## src/rtl/nfc_axil_regs_if.sv

```systemverilog
// rtl/nfc_axil_regs_if.sv - AXI4-Lite channel bundle between host and the NFC register bank
interface nfc_axil_regs_if;
   logic        iAWValid;
   logic        oAWReady;
   logic [4:0]  iAWAddr;
   logic        iWValid;
   logic        oWReady;
   logic [31:0] iWData;
   logic [3:0]  iWStrb;
   logic        oBValid;
   logic        iBReady;
   logic [1:0]  oBResp;
   logic        iARValid;
   logic        oARReady;
   logic [4:0]  iARAddr;
   logic        oRValid;
   logic        iRReady;
   logic [31:0] oRData;
   logic [1:0]  oRResp;

   modport master (
      output iAWValid, iAWAddr, iWValid, iWData, iWStrb, iBReady, iARValid, iARAddr, iRReady,
      input  oAWReady, oWReady, oBValid, oBResp, oARReady, oRValid, oRData, oRResp
   );

   modport slave (
      input  iAWValid, iAWAddr, iWValid, iWData, iWStrb, iBReady, iARValid, iARAddr, iRReady,
      output oAWReady, oWReady, oBValid, oBResp, oARReady, oRValid, oRData, oRResp
   );
endinterface

```

## src/rtl/nfc_axil_regs.sv

```systemverilog
// rtl/nfc_axil_regs.sv - AXI4-Lite register bank feeding the NAND flash controller adapter
module nfc_axil_regs (
   input  logic               iSystemClock,
   input  logic               iReset,
   nfc_axil_regs_if.slave     bus,
   output logic               oAxilValid,
   output logic               oCommandValid,
   output logic [31:0]        oCommand,
   output logic [31:0]        oAddress,
   output logic [15:0]        oLength,
   input  logic               iCommandFail,
   input  logic [31:0]        iNFCStatus,
   input  logic [31:0]        iNandRBStatus
);

   typedef enum logic [2:0] {W_IDLE, W_GOTADDR, W_GOTDATA, W_COMMIT, W_RESP} wstate_t;
   typedef enum logic {R_IDLE, R_DATA} rstate_t;

   wstate_t     wstate_q;
   rstate_t     rstate_q;
   logic [2:0]  waddr_q;
   logic [31:0] wdata_q;
   logic [3:0]  wstrb_q;

   logic [31:0] command_q, command_d;
   logic [31:0] address_q, address_d;
   logic [15:0] length_q, length_d;
   logic        fail_q, fail_d;
   logic [31:0] count_q, count_d;

   logic        bvalid_q;
   logic [1:0]  bresp_q;
   logic        axil_valid_q;
   logic        cmd_valid_q;
   logic        rvalid_q;
   logic [31:0] rdata_q;
   logic [1:0]  rresp_q;

   logic        aw_hs, w_hs, ar_hs, commit;
   logic [31:0] rd_mux;
   logic        unused_addr_bits;

   function automatic logic [31:0] apply_strb(input logic [31:0] old_v,
                                              input logic [31:0] new_v,
                                              input logic [3:0]  strb);
      logic [31:0] r;
      r = old_v;
      for (int b = 0; b < 4; b++)
         if (strb[b]) r[b*8 +: 8] = new_v[b*8 +: 8];
      return r;
   endfunction

   // Readies decode straight from state so they are low for the whole reset cycle.
   assign bus.oAWReady = ~iReset & ((wstate_q == W_IDLE) | (wstate_q == W_GOTDATA));
   assign bus.oWReady  = ~iReset & ((wstate_q == W_IDLE) | (wstate_q == W_GOTADDR));
   assign bus.oARReady = ~iReset & (rstate_q == R_IDLE);

   assign aw_hs  = bus.iAWValid & bus.oAWReady;
   assign w_hs   = bus.iWValid & bus.oWReady;
   assign ar_hs  = bus.iARValid & bus.oARReady;
   assign commit = (wstate_q == W_COMMIT);

   assign unused_addr_bits = ^{bus.iAWAddr[1:0], bus.iARAddr[1:0]};

   always_comb begin
      command_d = command_q;
      address_d = address_q;
      length_d  = length_q;
      fail_d    = fail_q;
      count_d   = count_q;
      if (commit) begin
         case (waddr_q)
            3'd0: begin
               command_d = apply_strb(command_q, wdata_q, wstrb_q);
               count_d   = count_q + 32'd1;
            end
            3'd1: address_d = apply_strb(address_q, wdata_q, wstrb_q);
            3'd2: begin
               if (wstrb_q[0]) length_d[7:0]  = wdata_q[7:0];
               if (wstrb_q[1]) length_d[15:8] = wdata_q[15:8];
            end
            3'd5: if (wstrb_q[0] && wdata_q[0]) fail_d = 1'b0;
            3'd6: count_d = 32'd0;
            default: ;
         endcase
      end
      // Placed last so a fail event beats a same-cycle clear.
      if (iCommandFail) fail_d = 1'b1;
   end

   always_comb begin
      rd_mux = 32'd0;
      case (bus.iARAddr[4:2])
         3'd0: rd_mux = command_q;
         3'd1: rd_mux = address_q;
         3'd2: rd_mux = {16'd0, length_q};
         3'd3: rd_mux = iNFCStatus;
         3'd4: rd_mux = iNandRBStatus;
         3'd5: rd_mux = {31'd0, fail_q};
         3'd6: rd_mux = count_q;
         default: rd_mux = 32'd0;
      endcase
   end

   always_ff @(posedge iSystemClock) begin
      if (iReset) begin
         wstate_q     <= W_IDLE;
         rstate_q     <= R_IDLE;
         waddr_q      <= 3'd0;
         wdata_q      <= 32'd0;
         wstrb_q      <= 4'd0;
         command_q    <= 32'd0;
         address_q    <= 32'd0;
         length_q     <= 16'd0;
         fail_q       <= 1'b0;
         count_q      <= 32'd0;
         bvalid_q     <= 1'b0;
         bresp_q      <= 2'b00;
         axil_valid_q <= 1'b0;
         cmd_valid_q  <= 1'b0;
         rvalid_q     <= 1'b0;
         rdata_q      <= 32'd0;
         rresp_q      <= 2'b00;
      end else begin
         command_q    <= command_d;
         address_q    <= address_d;
         length_q     <= length_d;
         fail_q       <= fail_d;
         count_q      <= count_d;
         axil_valid_q <= 1'b0;
         cmd_valid_q  <= 1'b0;

         if (aw_hs) waddr_q <= bus.iAWAddr[4:2];
         if (w_hs) begin
            wdata_q <= bus.iWData;
            wstrb_q <= bus.iWStrb;
         end

         case (wstate_q)
            W_IDLE: begin
               if (aw_hs && w_hs) wstate_q <= W_COMMIT;
               else if (aw_hs)    wstate_q <= W_GOTADDR;
               else if (w_hs)     wstate_q <= W_GOTDATA;
            end
            W_GOTADDR: if (w_hs)  wstate_q <= W_COMMIT;
            W_GOTDATA: if (aw_hs) wstate_q <= W_COMMIT;
            W_COMMIT: begin
               bvalid_q     <= 1'b1;
               bresp_q      <= (waddr_q == 3'd7) ? 2'b10 : 2'b00;
               axil_valid_q <= (waddr_q <= 3'd2);
               cmd_valid_q  <= (waddr_q == 3'd0);
               wstate_q     <= W_RESP;
            end
            W_RESP: begin
               if (bus.iBReady) begin
                  bvalid_q <= 1'b0;
                  wstate_q <= W_IDLE;
               end
            end
            default: wstate_q <= W_IDLE;
         endcase

         case (rstate_q)
            R_IDLE: begin
               if (ar_hs) begin
                  rvalid_q <= 1'b1;
                  rdata_q  <= rd_mux;
                  rresp_q  <= (bus.iARAddr[4:2] == 3'd7) ? 2'b10 : 2'b00;
                  rstate_q <= R_DATA;
               end
            end
            R_DATA: begin
               if (bus.iRReady) begin
                  rvalid_q <= 1'b0;
                  rstate_q <= R_IDLE;
               end
            end
            default: rstate_q <= R_IDLE;
         endcase
      end
   end

   assign bus.oBValid = bvalid_q;
   assign bus.oBResp  = bresp_q;
   assign bus.oRValid = rvalid_q;
   assign bus.oRData  = rdata_q;
   assign bus.oRResp  = rresp_q;

   assign oAxilValid    = axil_valid_q;
   assign oCommandValid = cmd_valid_q;
   assign oCommand      = command_q;
   assign oAddress      = address_q;
   assign oLength       = length_q;

endmodule
```

## src/flat_wrapper.sv

```systemverilog
// flat-port wrapper written by rule: the top's interface ports become plain ports
module nfc_axil_regs_flat 
  (iSystemClock, iReset, oAxilValid, oCommandValid, oCommand, oAddress, oLength, iCommandFail, iNFCStatus, iNandRBStatus, bus_iAWValid, bus_iAWAddr, bus_iWValid, bus_iWData, bus_iWStrb, bus_iBReady, bus_iARValid, bus_iARAddr, bus_iRReady, bus_oAWReady, bus_oWReady, bus_oBValid, bus_oBResp, bus_oARReady, bus_oRValid, bus_oRData, bus_oRResp);
  nfc_axil_regs_if bus_i ();
  input  logic iSystemClock;
  input  logic iReset;
  output logic oAxilValid;
  output logic oCommandValid;
  output logic [31:0] oCommand;
  output logic [31:0] oAddress;
  output logic [15:0] oLength;
  input  logic iCommandFail;
  input  logic [31:0] iNFCStatus;
  input  logic [31:0] iNandRBStatus;
  input wire logic [$bits(bus_i.iAWValid)-1:0] bus_iAWValid;
  input wire logic [$bits(bus_i.iAWAddr)-1:0] bus_iAWAddr;
  input wire logic [$bits(bus_i.iWValid)-1:0] bus_iWValid;
  input wire logic [$bits(bus_i.iWData)-1:0] bus_iWData;
  input wire logic [$bits(bus_i.iWStrb)-1:0] bus_iWStrb;
  input wire logic [$bits(bus_i.iBReady)-1:0] bus_iBReady;
  input wire logic [$bits(bus_i.iARValid)-1:0] bus_iARValid;
  input wire logic [$bits(bus_i.iARAddr)-1:0] bus_iARAddr;
  input wire logic [$bits(bus_i.iRReady)-1:0] bus_iRReady;
  output wire logic [$bits(bus_i.oAWReady)-1:0] bus_oAWReady;
  output wire logic [$bits(bus_i.oWReady)-1:0] bus_oWReady;
  output wire logic [$bits(bus_i.oBValid)-1:0] bus_oBValid;
  output wire logic [$bits(bus_i.oBResp)-1:0] bus_oBResp;
  output wire logic [$bits(bus_i.oARReady)-1:0] bus_oARReady;
  output wire logic [$bits(bus_i.oRValid)-1:0] bus_oRValid;
  output wire logic [$bits(bus_i.oRData)-1:0] bus_oRData;
  output wire logic [$bits(bus_i.oRResp)-1:0] bus_oRResp;
  assign bus_i.iAWValid = bus_iAWValid;
  assign bus_i.iAWAddr = bus_iAWAddr;
  assign bus_i.iWValid = bus_iWValid;
  assign bus_i.iWData = bus_iWData;
  assign bus_i.iWStrb = bus_iWStrb;
  assign bus_i.iBReady = bus_iBReady;
  assign bus_i.iARValid = bus_iARValid;
  assign bus_i.iARAddr = bus_iARAddr;
  assign bus_i.iRReady = bus_iRReady;
  assign bus_oAWReady = bus_i.oAWReady;
  assign bus_oWReady = bus_i.oWReady;
  assign bus_oBValid = bus_i.oBValid;
  assign bus_oBResp = bus_i.oBResp;
  assign bus_oARReady = bus_i.oARReady;
  assign bus_oRValid = bus_i.oRValid;
  assign bus_oRData = bus_i.oRData;
  assign bus_oRResp = bus_i.oRResp;
  nfc_axil_regs u_core (.iSystemClock(iSystemClock), .iReset(iReset), .bus(bus_i), .oAxilValid(oAxilValid), .oCommandValid(oCommandValid), .oCommand(oCommand), .oAddress(oAddress), .oLength(oLength), .iCommandFail(iCommandFail), .iNFCStatus(iNFCStatus), .iNandRBStatus(iNandRBStatus));
endmodule
```

## config.mk

```make
export PLATFORM = sky130hd
export DESIGN_NAME = nfc_axil_regs_flat
export DESIGN_NICKNAME = d
export VERILOG_FILES = /design/src/rtl/nfc_axil_regs_if.sv /design/src/rtl/nfc_axil_regs.sv /design/src/flat_wrapper.sv
export SDC_FILE = /design/constraint.sdc
export NUM_CORES = 1
export LEC_CHECK = 0
export CAP_MARGIN = 30
export CORE_ASPECT_RATIO = 0.9
export CORE_MARGIN = 3
export CORE_UTILIZATION = 30
export CTS_CLUSTER_SIZE = 28
export DETAILED_ROUTE_END_ITERATION = 10
export GPL_TIMING_DRIVEN = 1
export SETUP_SLACK_MARGIN = 0.5
export SYNTH_ARGS = -nofsm -noshare
export SYNTH_HDL_FRONTEND = slang
export SYNTH_SLANG_ARGS = --single-unit
```

## constraint.sdc

```tcl
create_clock -name iSystemClock -period 3.75 [get_ports iSystemClock]
set_clock_uncertainty 0.15 [all_clocks]
set_input_delay 0.75 -clock iSystemClock [delete_from_list [all_inputs] [get_ports iSystemClock]]
set_output_delay 0.75 -clock iSystemClock [all_outputs]
set_load 0.02 [all_outputs]
```

==> flow_summary.ini <==
[outcome]
status = finished clean

[yosys]
yosysUniqueCellTypes = 55
yosys_warnings = 0
yosys.area.top_type = dfxtp_1
synth_top_area_share_pct = 44.61
avgSynthCellArea_um2 = 8.884
synthArstFlopShare_pct = 0
synth-seq-cells = 194
synthCells = 980
synth_ff_type = dfxtp_1
synth_common_cells = 194 x dfxtp_1, 101 x mux2i_1, 100 x nand2_1, 80 x nor2_1, 66 x a21oi_1
post-synth-top-count-cell = dfxtp_1
synth_area_um2 = 8706
synth_area_leaders = dfxtp_1 45%, mux2i_1 12%, nand2_1 4.3%, a21oi_1 3.8%, nor2_1 3.4%
synth_edf_count = 0
synth-seq-area-share_pct = 44.61

[sta]
slew_headroom_pct = 45.61
setup_tns_ps = 0
slew_violations = 0
fin_crit_ps = 2761
max_slew.worst_pin.slew_ps = 812.9
final.setup.worst_slack_ps = 988.8
timing.final.crit_share_pct = 73.63
setup_viol = 0
max_freq_ghz = 0.3622
hold_viol_final = 0
rsz0062_at_grt = no

[critical_path]
slowest_delay_ps = 820
crit_path_end_kind = flip-flop
critical_path_arrival_ps = 2970
r2r_end = u_core.count_q[17]$_SDFFE_PP0P_
critical_path_class = flip-flop to flip-flop
start_kind = flip-flop
required_ps = 3960
crit_fanout = 23
r2r_cells = 4
reg2reg_slack_ps = 990
slowest_stage = or3_1
r2r_start = u_core.wstate_q[2]$_SDFFE_PP0P_
path_cells = nand4bb_1 > or3_1 > or4_1 > a21oi_1

[placed_design]
dpl_worst_slack_ps = 732.9
dpl_cell_area_um2 = 11340
routabilityCongestion = 0.8703
dpl.hpwl_mm = 23.20
io_buffers = 234

[pwr]
irDropWorstVdd_mv = 0.2631
powerDensity_nw_per_um2 = 374.4
pwr-share-comb_pct = 10.6
clock_power_share_pct = 40.7
p_leak_nw = 4.406
finalPower_mw = 4.467
netSwitchingFraction_pct = 26.42
netSwitchingPower_mw = 1.180
p_int_mw = 3.287
seqPwrFrac_pct = 48.7

[cells_and_area]
layout-drive-gt1-share_pct = 6.066
fin_area_um2 = 11930
areaGrowthSynthToFinish_pct = 37.05
nets = 1293

[clock_network]
cts_htree_levels = 4
cts_tree = done
clock_sinks = 194
cts.clk_slew.worst_paths_ps = 70
cts-resized-gates = 0
clock_latency_ps = 440
cts_buffers = 17
cts_hold_buf = 0
cts-root-buf = clkbuf_16
post-cts-setup-buffers = 0
clockBufferDepth = 2

[floorplan]
fp.coreArea_um2 = 28230
die_h_um = 167.6
die_width_um = 185.6
start_util_pct = 30.84
row_count = 58
dieArea_um2 = 31100
io_pins = 241

[detailed_routing]
drc = 0
drt_first_iter_violations = 501
dr.pass1.iters = 5
viasPerCell = 5.141
avgRoutedWirePerCell_um = 20.03
finalWirelength_mm = 31.03
ant_nets = 0
num_vias = 7964

[global_route]
gr-total-overflow = 0
grt_max_degree = 144
grt_first_pass_wirelength_mm = 46.65
grt_pass1_vias = 7574
grt_usage_pct = 19.58
antenna_found_initial = 2

[min_path]
worstHoldEndpoint = u_core.bus.oRData[31]$_SDFFE_PP0P_
worstHoldStart = u_core.bus.oRData[31]$_SDFFE_PP0P_
hp-class = flip-flop to flip-flop
min_delay_path_depth = 2

[flow_run]
maxCapViolations = 0
[layout by cell type, fill, tap and decap left out, types with 7 or more instances in the layout]
cell,count
inv_1,19
a211o_1,7
nand3_1,52
clkbuf_16,17
nand2b_1,41
dfxtp_1,194
nand2_1,100
a32o_1,14
a22oi_1,7
nand4_1,7
or4_1,17
o21ai_0,49
a21oi_1,66
a22o_1,18
clkdlybuf4s50_1,230
o211ai_1,7
buf_4,16
a2bb2oi_1,7
mux2i_1,101
o31ai_1,16
o22ai_1,16
o221ai_1,8
nor2_1,79
nor3_1,7
[per-layer routing]
| metal | GRT usage, % | vias up | wire length (µm) |
|---|---|---|---|
| met4 | 5.374 | 0 | 554 |
| met1 | 28.70 | 3811 | 14750 |
| met5 | 0 | - | 0 |
| li1 | - | 3901 | - |
| met3 | 4.735 | 27 | 1936 |
| met2 | 28.64 | 225 | 13790 |
[power groups by stage]
stage	Clock, mW	Sequential [mW]	Combinational (mW)
global placement	0	2.22	0.469
detailed placement	0	2.22	0.473
finish	1.82	2.18	0.474
global route	1.93	2.19	0.513
floorplan	0	2.21	0.233
CTS	1.85	2.18	0.476
[how the worst max path moves through the flow]
stage / start / end / slack (ps) / depth (start not counted)
after global placement: bus_iARValid / u_core.bus.oRData[15]$_SDFFE_PP0P_ / 740 / 5
after detailed placement: bus_iARValid / u_core.bus.oRData[11]$_SDFFE_PP0P_ / 730 / 5
after CTS: u_core.wstate_q[2]$_SDFFE_PP0P_ / bus_oAWReady / 1010 / 2
after floorplan: iReset / bus_oAWReady / 1080 / 4
after global routing: u_core.wstate_q[2]$_SDFFE_PP0P_ / u_core.count_q[29]$_SDFFE_PP0P_ / 800 / 4
final: u_core.wstate_q[2]$_SDFFE_PP0P_ / u_core.count_q[17]$_SDFFE_PP0P_ / 990 / 4
[sequential cells by signal, indices dropped and copies added (netlist names), 3 cells and up]
signal and cells:
u_core.count_q 32, u_core.oCommand 32, u_core.waddr_q 3, u_core.oLength 16, u_core.wstate_q 3, u_core.bus.oRData 32
u_core.oAddress 32, u_core.wstrb_q 4, u_core.wdata_q 32
[layout make-up]
class,instances,area (µm²)
Fill cell,2761,16300
Multi-Input combinational cell,689,4436
Sequential cell,194,3884
Timing Repair Buffer,253,2504
Tap cell,360,450.4
Clock buffer,18,429.2
Clock inverter,14,152.6
Inverter,19,71.32
Antenna cell,2,5.005
[critical path, delay by kind of cell, from the launching register on]
| family | cells | cell delay [ps] |
|---|---|---|
| AOI/OAI and AO/OA | 1 | 140 |
| DFF | 1 | 430 |
| and+or+nand+nor | 3 | 1950 |
[per-stage QoR]
stage | std cells | utilization [%] | hold WS (ps)
after floorplan | 981 | - | 292.0
after global placement | 1513 | 40.09 | 298.0
after detailed placement | 1515 | 40.19 | 302.1
after CTS | 1547 | 42.25 | 315.1
after global routing | 1549 | 42.27 | 340.4
final | 1549 | 42.27 | 311.4
[logic make-up after synthesis]
| kind of cell | share of synthesized area, % |
|---|---|
| DFF | 44.61 |
| xor gates and xnor gates | 0.6036 |
| adders and majority gates | 0.1437 |
| and+or+nand+nor | 19.80 |
| buffers and inverters | 4.714 |
| AOI/OAI and AO/OA | 16.66 |
| muxes | 13.42 |
| other | 0.04307 |
Note: power is estimated with default switching activity, not from simulation.
==> variant 1 (config.mk and constraints unchanged) <==
Encoding of `wstate_t`: now one-hot (5 bits for 5 states).
--- a/src/rtl/nfc_axil_regs.sv
+++ b/src/rtl/nfc_axil_regs.sv
@@ -13,7 +13,7 @@
    input  logic [31:0]        iNandRBStatus
 );
 
-   typedef enum logic [2:0] {W_IDLE, W_GOTADDR, W_GOTDATA, W_COMMIT, W_RESP} wstate_t;
+   typedef enum logic [4:0] {W_IDLE = 5'b00001, W_GOTADDR = 5'b00010, W_GOTDATA = 5'b00100, W_COMMIT = 5'b01000, W_RESP = 5'b10000} wstate_t;
    typedef enum logic {R_IDLE, R_DATA} rstate_t;
 
    wstate_t     wstate_q;
Behaviour: same outputs for any inputs over 4 cycles, from zero or initial values and one cycle with iReset high; so few cycles prove little.
==> variant 1 against the unedited design <==
- routed wire length is 0.47% higher
- synthesized cell count is 6.4% higher
- cell count is 3.7% higher
- register-to-register slack worse by 0.20 ns
- sequential power is 9.6% higher
- via count is 5.2% higher
- sequential cell count is 2 higher
- setup slack worse by 0.42 ns
- synthesized area is 0.45% lower
- clock power hardly changed
- cell area hardly changed
- power is 13% higher
- critical endpoint is now bus_oWReady
==> variant 1: results (changes against the unedited design) <==
outcome=completed; Clock transition at path regs=0.08 ns; M1 WL=14700 um (-0.68%); CP max FO=12 (-48%); final HPWL from detailed placement=23600 um (+1.6%); global routing met3 resource utilization=3.78% (-0.96 points); Placement Cell Area=0.0113 mm^2 (-0.23%); share of flip-flops with an asynchronous set or reset=0% (unchanged); R2R cell count=5 (+1); Crit-path slowest cell=or4_1; Hold Path Stages=2 (unchanged); max cap viols=0 (unchanged); largest net degree at the start of global routing=93 (-35%); final net count=1350 (+4.4%); M1 GR Usage=28.9% (+0.19 points); vias post-DR=8375 (+5.2%); Max stage delay on crit path=0.65 ns (-0.17 ns); CP arrival=2.29 ns (-0.68 ns); initial antenna violation count=2 (unchanged); fraction of the yosys area taken by sequential cells=45.3% (+0.66 points); maximum VDD drop=0.293 mV (+11%); fillcell total=2769 (+0.29%); Cell variety after synth=52 (-5.5%); Top Metal Used=met4; GRT Total Usage=19.5% (-0.062 points); count of non-filler cells in the finished layout=1606 (+3.7%); via count of the first global-routing pass=7763 (+2.5%); synth cell count leaders=dfxtp_1 (196), nand2_1 (160), o21ai_0 (105); clock buffer depth=2 (unchanged); First DRT Iteration DRCs=659 (+32%); clk_lat worst skew=0.44 ns (about the same); post-CTS setup buffer count=0 (unchanged); relative slew slack=36.4% (-9.2 points); Hold Buf Count CTS=0 (unchanged); Leakage=4.11 nW (-6.6%); dpl ws=0.609 ns (-0.124 ns); drt wl/cell=19.4 um (-3.1%); root buf cell=clkbuf_16; post-synthesis adder-cell area fraction=0.144% (+0.00064 points); wire length on met3=1990 um (+2.7%); met2 Use GR=29.2% (+0.61 points); fraction of final layout cells sized beyond drive strength 1=6.67% (+0.61 points); first-pass GRT wire length=46800 um (+0.22%); Num CTS Buffers=17 (unchanged); Multi-input gate area=0.00442 mm^2 (-0.45%); drt pass-1 iters=5 (unchanged); post-synthesis mux area share=6.93% (-6.5 points); number of synthesized flops with an enable pin=0 (unchanged); post-synthesis compound-gate area fraction=19.7% (+3.1 points); met2 WL=14000 um (+1.6%); Yosys warning count=0 (unchanged); post-synthesis xor/xnor area fraction=2.22% (+1.6 points); GPL Wtd Cong=0.878 (+0.85%); main area contributors after synthesis=dfxtp_1 (45%), nand2_1 (6.9%), o21ai_0 (6.1%); post-cts sizing count=2 (+2); Max H-tree Level=4 (unchanged); Synth Instances=1043 (+6.4%); Hold WC Path Type=flip-flop to flip-flop
==> variant 1: final cells by class <==
cell class              instances  share of cell area (%)
well taps                     360                    3.77
repair buffers                250                    21.0
multi-input cells             755                    37.0
flip-flops and latches        196                    32.9
clock inverters                14                    1.29
inverters                      11                   0.346
diodes                          2                  0.0419
clock buffers                  18                    3.68
==> variant 1: report_power, final <==
group / total, mW / switching (mW) / internal [mW]
logic: 0.830 / 0.454 / 0.376
clock network: 1.82 / 0.912 / 0.913
registers: 2.39 / 0.158 / 2.23
total: 5.04 / 1.52 / 3.52
==> variant 1: worst max-delay path: cells and delay by family (launching register included) <==
family	cells	cell delay, ns
buf+inv	1	0.63
flops	1	0.43
simple gates	2	0.79
==> variant 1: path summary, 6_finish.rpt <==
path,start,slack (ns),end
hold / removal,u_core.wdata_q[8],0.31,u_core.oLength[8]
hold reg to reg,u_core.wdata_q[8],0.31,u_core.oLength[8]
setup reg to reg,u_core.wstate_q[3],0.79,u_core.oLength[12]
setup / recovery,u_core.wstate_q[2],0.56,bus_oWReady
==> variant 2 (same settings) <==
Made on the original files. Make the reset (`iReset`) asynchronous in one clocked block.
--- a/src/rtl/nfc_axil_regs.sv
+++ b/src/rtl/nfc_axil_regs.sv
@@ -102,7 +102,7 @@
       endcase
    end
 
-   always_ff @(posedge iSystemClock) begin
+   always_ff @(posedge iSystemClock or posedge iReset) begin
       if (iReset) begin
          wstate_q     <= W_IDLE;
          rstate_q     <= R_IDLE;
Function: differs if iReset is asserted again (counterexample within 4 cycles, from zero or initial values and one cycle with iReset high); with iReset held inactive, the same outputs for 4 cycles.
==> variant 2 against the unedited design <==
- register-to-register slack better by 0.13 ns
- via count down 9.2%
- cell area rose by 5.8%
- die area up 4.7%
- sequential cell count unchanged
- synthesized area increased by 4.9%
- sequential share of layout area rose by 5.9 points
- setup slack worse by 0.26 ns
- critical path depth fell by 1
- routed wire length down 4.1%
- critical path type is now input port to output pin
- critical endpoint is now bus_oARReady
Power is not compared: it rests on default switching activity, and its combinational part moved more than twofold at a synthesized area within 25%.
==> variant 2: results (changes against the unedited design) <==
global routing met3 resource utilization=4.97% (+0.24 points); post-route clock period utilization=80.7% (+7.0 points); relative slew slack=43.9% (-1.7 points); post-synthesis adder-cell area fraction=0.137% (-0.0067 points); main area contributors after synthesis=dfrtp_1 (53%), mux2_2 (16%), mux2i_1 (5.2%); multi-input gate share of total cell area=32.1% (-5.1 points); Max stage delay on crit path=0.64 ns (-0.18 ns); Setup crit end=bus_oARReady; post-synthesis compound-gate area fraction=11.0% (-5.7 points); Die Area=0.0326 mm^2 (+4.7%); Non-clock buffers, area share=20.5% (-0.51 points); Placement Cell Area=0.0120 mm^2 (+6.1%); Antenna Cells=1 (-1); Cell variety after synth=54 (-1.8%); vias per inst=5.16 (+0.35%); r2r endpoint=u_core.oCommand[7]; M1 WL=13600 um (-8.0%); Crit. Startpoint=iReset; Inverters=11 (-8); wire length on met3=1930 um (-0.21%); r2r setup slk=1.12 ns (+0.13 ns); comb_multi_in=512 (-26%); fraction of final layout cells sized beyond drive strength 1=19.5% (+13 points); outcome=completed; main flop type after synthesis=dfrtp_1; hold_sp=u_core.bus.oRData[11]; RR Startpoint=u_core.wstate_q[1]; vias post-DR=7228 (-9.2%); largest net degree at the start of global routing=50 (-65%); CP arrival=2.13 ns (-0.84 ns); drt pass-1 iters=5 (unchanged); M1 GR Usage=25.4% (-3.3 points); root buf cell=clkbuf_16; R2R cell count=6 (+2); CP max FO=4 (-83%); ClkCell Share=4.68% (-0.20 points); syn_area_per_cell=12.0 um^2 (+35%); Hold EP=u_core.bus.oRData[11]; synth cell count leaders=dfrtp_1 (194), mux2_2 (126), nand2_1 (70); post-synthesis mux area share=22.2% (+8.8 points); drt wl/cell=21.2 um (+6.0%); dpl ws=0.692 ns (-0.0410 ns); fraction of area in registers=38.5% (+5.9 points); via count of the first global-routing pass=7392 (-2.4%); final HPWL from detailed placement=21300 um (-8.1%); post-synthesis xor/xnor area fraction=0.576% (-0.028 points); fraction of the yosys area taken by sequential cells=53.2% (+8.6 points); clock buffers=17 (-1); share of flip-flops with an asynchronous set or reset=100% (+100 points); First DRT Iteration DRCs=457 (-8.8%); Placed Instances=1369 (-9.6%); Non-clk bufs=256 (+1.2%); met2 WL=13700 um (-0.59%); GPL Wtd Cong=0.817 (-6.1%); Top Metal Used=met5; kind of critical path=input port to output pin; met2 Use GR=28.6% (-0.039 points); Clock transition at path regs=0.09 ns (+0.02 ns)
-- variant 2: cell types whose count changed after synthesis, sizes merged, moves of 36 or more --
| cell | before | now |
|---|---|---|
| dfxtp | 194 | 0 |
| mux2 | 2 | 126 |
| dfrtp | 0 | 194 |
| nand3 | 52 | 14 |
| a21oi | 66 | 30 |
| mux2i | 101 | 47 |
| nor2 | 80 | 20 |
-- variant 2: critical path, delay by kind of cell --
kind	cells	cell delay [ns]
buffers and inverters	2	1.14
AND/OR/NAND/NOR	1	0.23
-- variant 2: cell families after synthesis --
group | count (synthesis)
XOR/XNOR | 6
AO/OA/AOI/OAI | 143
multiplexers | 179
flip-flops | 194
other | 1
buffers and inverters | 56
AND/OR/NAND/NOR | 181
adder cells (fa/ha/maj) | 1
-- variant 2: metrics by stage --
stage	hold WS (ns)	util, %
6_report	0.333	42.9
5_1_grt	0.354	42.9
4_1_cts	0.336	42.9
3_5_place_dp	0.318	40.8
3_3_place_gp	0.313	40.8
2_1_floorplan	0.299	-
